`src/rtl/baud_rate_gen.sv`:
```
// UART tick generator: fractional clock divider producing oversample, bit-rate
// and mid-bit strobes. All outputs are registered single-cycle pulses.
module baud_rate_gen #(
  parameter int DIV_WIDTH   = 16,
  parameter int FRAC_BITS   = 4,
  parameter int OVERSAMPLE  = 16,
  parameter int DEFAULT_DIV = 326
) (
  input  logic                 CLK,
  input  logic                 Reset_n,
  input  logic                 Enable,
  input  logic                 Load,
  input  logic [DIV_WIDTH-1:0] Divisor,
  input  logic [FRAC_BITS-1:0] DivFrac,
  output logic                 SampleTick,
  output logic                 BaudTick,
  output logic                 MidBit
);

  localparam int OS_W = (OVERSAMPLE > 2) ? $clog2(OVERSAMPLE) : 1;
  localparam logic [OS_W-1:0]      OS_LAST = OS_W'(OVERSAMPLE - 1);
  localparam logic [OS_W-1:0]      OS_MID  = OS_W'(OVERSAMPLE / 2 - 1);
  localparam logic [DIV_WIDTH:0]   P_ONE   = (DIV_WIDTH+1)'(1);

  logic [DIV_WIDTH-1:0] div_reg;
  logic [FRAC_BITS-1:0] frac_reg;
  logic [DIV_WIDTH-1:0] cnt;
  logic [FRAC_BITS-1:0] acc;
  logic                 carry;
  logic [OS_W-1:0]      os;

  logic [DIV_WIDTH:0]   period;
  logic [FRAC_BITS:0]   acc_sum;
  logic                 wrap;

  function automatic logic [OS_W-1:0] next_os(input logic [OS_W-1:0] cur);
    return (cur == OS_LAST) ? '0 : cur + OS_W'(1);
  endfunction

  // Period is one bit wider than the divisor so DivReg = max with a carry cannot overflow
  assign period  = {1'b0, div_reg} + {{DIV_WIDTH{1'b0}}, carry};
  assign acc_sum = {1'b0, acc} + {1'b0, frac_reg};
  assign wrap    = (div_reg != '0) && ({1'b0, cnt} == period - P_ONE);

  always_ff @(posedge CLK or negedge Reset_n) begin
    if (!Reset_n) begin
      div_reg    <= DIV_WIDTH'(DEFAULT_DIV);
      frac_reg   <= '0;
      cnt        <= '0;
      acc        <= '0;
      carry      <= 1'b0;
      os         <= '0;
      SampleTick <= 1'b0;
      BaudTick   <= 1'b0;
      MidBit     <= 1'b0;
    end else if (Load || !Enable || (div_reg == '0)) begin
      if (Load) begin
        div_reg  <= Divisor;
        frac_reg <= DivFrac;
      end
      cnt        <= '0;
      acc        <= '0;
      carry      <= 1'b0;
      os         <= '0;
      SampleTick <= 1'b0;
      BaudTick   <= 1'b0;
      MidBit     <= 1'b0;
    end else if (wrap) begin
      // The carry out of the phase accumulator stretches the next period by one clock
      cnt          <= '0;
      {carry, acc} <= acc_sum;
      os           <= next_os(os);
      SampleTick   <= 1'b1;
      BaudTick     <= (os == OS_LAST);
      MidBit       <= (os == OS_MID);
    end else begin
      cnt        <= cnt + DIV_WIDTH'(1);
      SampleTick <= 1'b0;
      BaudTick   <= 1'b0;
      MidBit     <= 1'b0;
    end
  end

endmodule

```
`config.mk`:
```
export PLATFORM = sky130hd
export DESIGN_NAME = baud_rate_gen
export DESIGN_NICKNAME = d
export VERILOG_FILES = /design/src/rtl/baud_rate_gen.sv
export SDC_FILE = /design/constraint.sdc
export NUM_CORES = 1
export LEC_CHECK = 0
export CAP_MARGIN = 20
export CORE_MARGIN = 2
export CORE_UTILIZATION = 53
export CTS_BUF_LIST = sky130_fd_sc_hd__clkbuf_8
export CTS_CLUSTER_DIAMETER = 50
export CTS_CLUSTER_SIZE = 24
export DETAILED_ROUTE_END_ITERATION = 6
export GPL_TIMING_DRIVEN = 0
export PLACE_DENSITY = 0.76
export SYNTH_ARGS = -nofsm -noshare
export SYNTH_HDL_FRONTEND = slang
export SYNTH_SLANG_ARGS = --single-unit
export TNS_END_PERCENT = 100
```
`constraint.sdc`:
```
create_clock -name CLK -period 2.7 [get_ports CLK]
set_clock_uncertainty 0.1 [all_clocks]
set_input_delay 0.675 -clock CLK [delete_from_list [all_inputs] [get_ports CLK]]
set_output_delay 0.675 -clock CLK [all_outputs]
set_load 0.05 [all_outputs]
```
==> results.py <==
metrics = {
    "run_status": {
        "run_status": "complete, but fails checks",
        "failed_checks": "negative setup slack",
    },
    "floorplanning": {
        "floorplan.initialDensity_pct": 54.32,
        "die_height_um": 75.89,
        "floorplan.die_area_um2": 5759,
        "floorplan.rows": 26,
        "ioPinCount": 27,
        "area_of_the_core_um2": 5042,
        "die_width_um": 75.89,
    },
    "placed_design": {
        "preCtsSetupSlack_ns": -0.2261,
        "placement.cell_area_um2": 3143,
        "port_buffers": 25,
        "place.detailed.hpwl_um": 4206,
        "routabilityCongestion": 0.9070,
    },
    "sta": {
        "worstMarginPinSlew_ns": 0.5369,
        "maxSlewViolCount": 0,
        "worst_slew_margin_rel_pct": 64.20,
        "post-route-period-util_pct": 105.5,
        "worst_case_setup_margin_in_the_final_layout_ns": -0.1476,
        "timing.final.hold_violations": 0,
        "setup_viol": 20,
        "unrepaired_setup_endpoints_after_global_routing": "yes",
        "post-route-min-period_ns": 2.848,
        "setup_total_negative_slack_ns": -0.9225,
        "fmax_mhz": 351.2,
    },
    "power": {
        "p_comb_share_pct": 15.9,
        "p_int_mw": 1.266,
        "power.ir.vdd_worst_uv": 292.4,
        "power.sequential.fraction_pct": 47.4,
        "switching_share_pct": 25.37,
        "power-per-cell-area_nw_per_um2": 483.6,
        "total_leakage_power_nw": 1.363,
        "switchingPower_mw": 0.4305,
        "share_clk_of_total_power_pct": 36.7,
    },
    "synthesis": {
        "synth_simple_gate_area_share_pct": 22.48,
        "yosys_most_used_dff": "dfrtp_1",
        "yosysUniqueCellTypes": 50,
        "synth_mux_area_share_pct": 7.355,
        "top_area_cells_in_the_synthesized_netlist": "dfrtp_1 (40%), mux2_2 (7.0%), xnor2_1 (6.7%)",
        "synth_compound_gate_area_share_pct": 8.269,
        "synth_area_um2": 2739,
        "syn-mean-instance-area_um2": 10.30,
        "synth_top_family_by_area": "simple AND/OR/NAND/NOR gates",
        "synth_edf_count": 0,
        "synth_xor_xnor_area_share_pct": 11.51,
        "post_synth_fa_ha_maj_area_fraction_pct": 4.386,
        "ys_seq_elements": 48,
        "syn-num-nets": 299,
        "synth_area_leader_cell": "dfrtp_1",
        "post-synth-top-count-cell": "dfrtp_1",
        "async_flop_share_pct": 100.0,
        "synth.yosys.seq_area_share_pct": 44.04,
        "leading_cell_types_by_count_after_synthesis": "dfrtp_1 (44), nor2_1 (29), xnor2_1 (21)",
        "yosys_warnings": 0,
        "yosys.area.top_type_share_pct": 40.20,
        "synthesized_instance_count": 266,
    },
    "worst_setup_path": {
        "reg2regPathDepth": 9,
        "critPathMostFrequentCell": "or4b_4",
        "crit_slowest_cell": "or4b_4",
        "worst-r2r-setup-slack_ns": -0.15,
        "regToRegEndpoint": "carry",
        "max_stage_delay_ns": 0.52,
        "critical_path_class": "flop to flop",
        "critical_path.max_fanout": 4,
        "timing.critical_path.to_type": "flop",
        "setup.worst_path.start": "div_reg[0]",
        "timing.critical_path.arrival_ns": 2.96,
        "crit_end": "carry",
        "rr_startpoint": "div_reg[0]",
        "timing.critical_path.cells": "inv_2 -> ha_4 -> or4b_4 -> nor2_1 -> o21ai_0 -> nand3_1 -> or4b_4 -> or4_4 -> o31ai_2",
        "worstPathRequired_ns": 2.82,
        "worstSetupStartpointType": "flop",
    },
    "layout": {
        "layout_cells_sized_above_1_pct": 26.13,
        "finalInstanceArea_um2": 3508,
        "finish.net_count": 342,
        "layout-area-overhead-vs-synth_pct": 28.09,
        "seqCellArea_um2": 1206,
        "num-fill-cells": 369,
        "multiInputGateArea_um2": 1665,
        "insertedDiodeCount": 0,
    },
    "grt": {
        "grt_start_max_net_pins": 32,
        "all_layer_global_routing_usage_pct": 22.78,
        "first_global_vias": 2152,
        "initial_antenna_violation_count": 0,
        "grt_pass1_wl_um": 9846,
        "globalRoute.totalOverflow": 0,
    },
    "clock_network": {
        "max-clock-path-buffers": 2,
        "insertion_delay_ns": 0.31,
        "cts_tree": "yes",
        "cts_inserted_buffers": 5,
        "cts-htree-levels": 2,
        "clkTransAtPathRegs_ns": 0.09,
        "clock_tree.root_cell": "clkbuf_8",
        "cts_num_sinks": 48,
    },
    "detailed_routing": {
        "route.antenna.remaining_nets": 0,
        "vias": 2170,
        "drt_pre_antenna_iters": 4,
        "finalWirelength_um": 5974,
        "post_dr_wirelength_cell_um": 15.72,
        "via_per_inst": 5.711,
        "detail_route.drc_violations": 0,
        "drtIter0Drc": 179,
    },
    "min_path": {
        "min-delay-path-class": "input pin to asynchronous set/reset pin",
    },
    "flow_run": {
        "max_cap_violations": 0,
    },
}
-- what timing repair did --
action	in CTS	in global routing
setup buffers	7	2
gates resized for setup	12	25
gates cloned	0	1
setup endpoints to repair	22	28
pin swaps	5	7
hold buffers	0	0
-- final cells by class --
class / count / share of cell area, %
multi-input combinational: 206 / 47.47
sequential: 48 / 34.38
timing repair buffer: 36 / 10.02
tap: 70 / 2.496
clock buffer: 5 / 1.961
clock inverter: 3 / 1.961
buffer: 6 / 1.070
inverter: 6 / 0.6419
-- power by group through the flow --
stage	combinational (mW)	clock, mW	sequential, mW
after CTS	0.255	0.629	0.802
after detailed placement	0.233	0	0.814
after floorplan	0.155	0	0.802
final	0.270	0.623	0.804
after global routing	0.296	0.672	0.810
after global placement	0.224	0	0.813
-- routing by layer --
metal  up-vias  share of wire (%)  global-route usage [%]  wire length (µm)
met5         -                  0                       0                 0
met4         0                1.8                   6.823               110
met3        13                6.2                   5.820               371
met2        70                 47                   36.21              2799
met1      1042                 45                   30.70              2694
li1       1045                  -                       -                 -
-- worst max-delay path, delay by kind of cell (launching register included) --
kind	cells	cell delay (ns)
AOI/OAI and AO/OA	2	0.20
and+or+nand+nor	5	1.84
DFF	1	0.40
adders and majority gates	1	0.14
buffers and inverters	1	0.07
-- cells by family after synthesis --
family | count (synthesis)
AO/OA/AOI/OAI | 35
XOR/XNOR | 36
adder cells (fa/ha/maj) | 9
buffers and inverters | 12
flip-flops | 48
multiplexers | 18
AND/OR/NAND/NOR | 108
-- worst min-delay path by stage --
stage / cells after the start / start / end / slack (ns)
3_5_place_dp: 1 / os[3] / MidBit / 0.39
5_1_grt: 1 / Reset_n / frac_reg[3] / 0.21
4_1_cts: 1 / Reset_n / div_reg[15] / 0.21
3_3_place_gp: 1 / os[3] / MidBit / 0.39
6_report: 1 / Reset_n / div_reg[15] / 0.19
2_1_floorplan: 0 / Reset_n / BaudTick / 0.28
-- cell usage in the layout, fill, tap and decap left out, types with 7 or more instances in the layout --
cell type        synthesis  final
mux2_2                  17     17
dfrtp_1                 44     44
nor2_2                   0     11
o21ai_0                 11     10
buf_4                    0      7
nand3_1                 14     13
nand4_1                  7      7
nor2_1                  29     15
nand2_1                 16     16
xor2_1                  15     15
clkdlybuf4s50_1          0     24
xnor2_1                 21     21
-- metrics by stage --
stage | util, % | cells | power, mW | hold slack, ns
floorplan | - | 266 | 0.9567 | 0.2794
global placement | 62.03 | 361 | 1.037 | 0.3851
detailed placement | 62.33 | 362 | 1.047 | 0.3882
CTS | 67.39 | 377 | 1.686 | 0.2101
global route | 69.58 | 380 | 1.778 | 0.2130
finish | 69.58 | 380 | 1.697 | 0.1861
(Power assumes the default switching activity.)
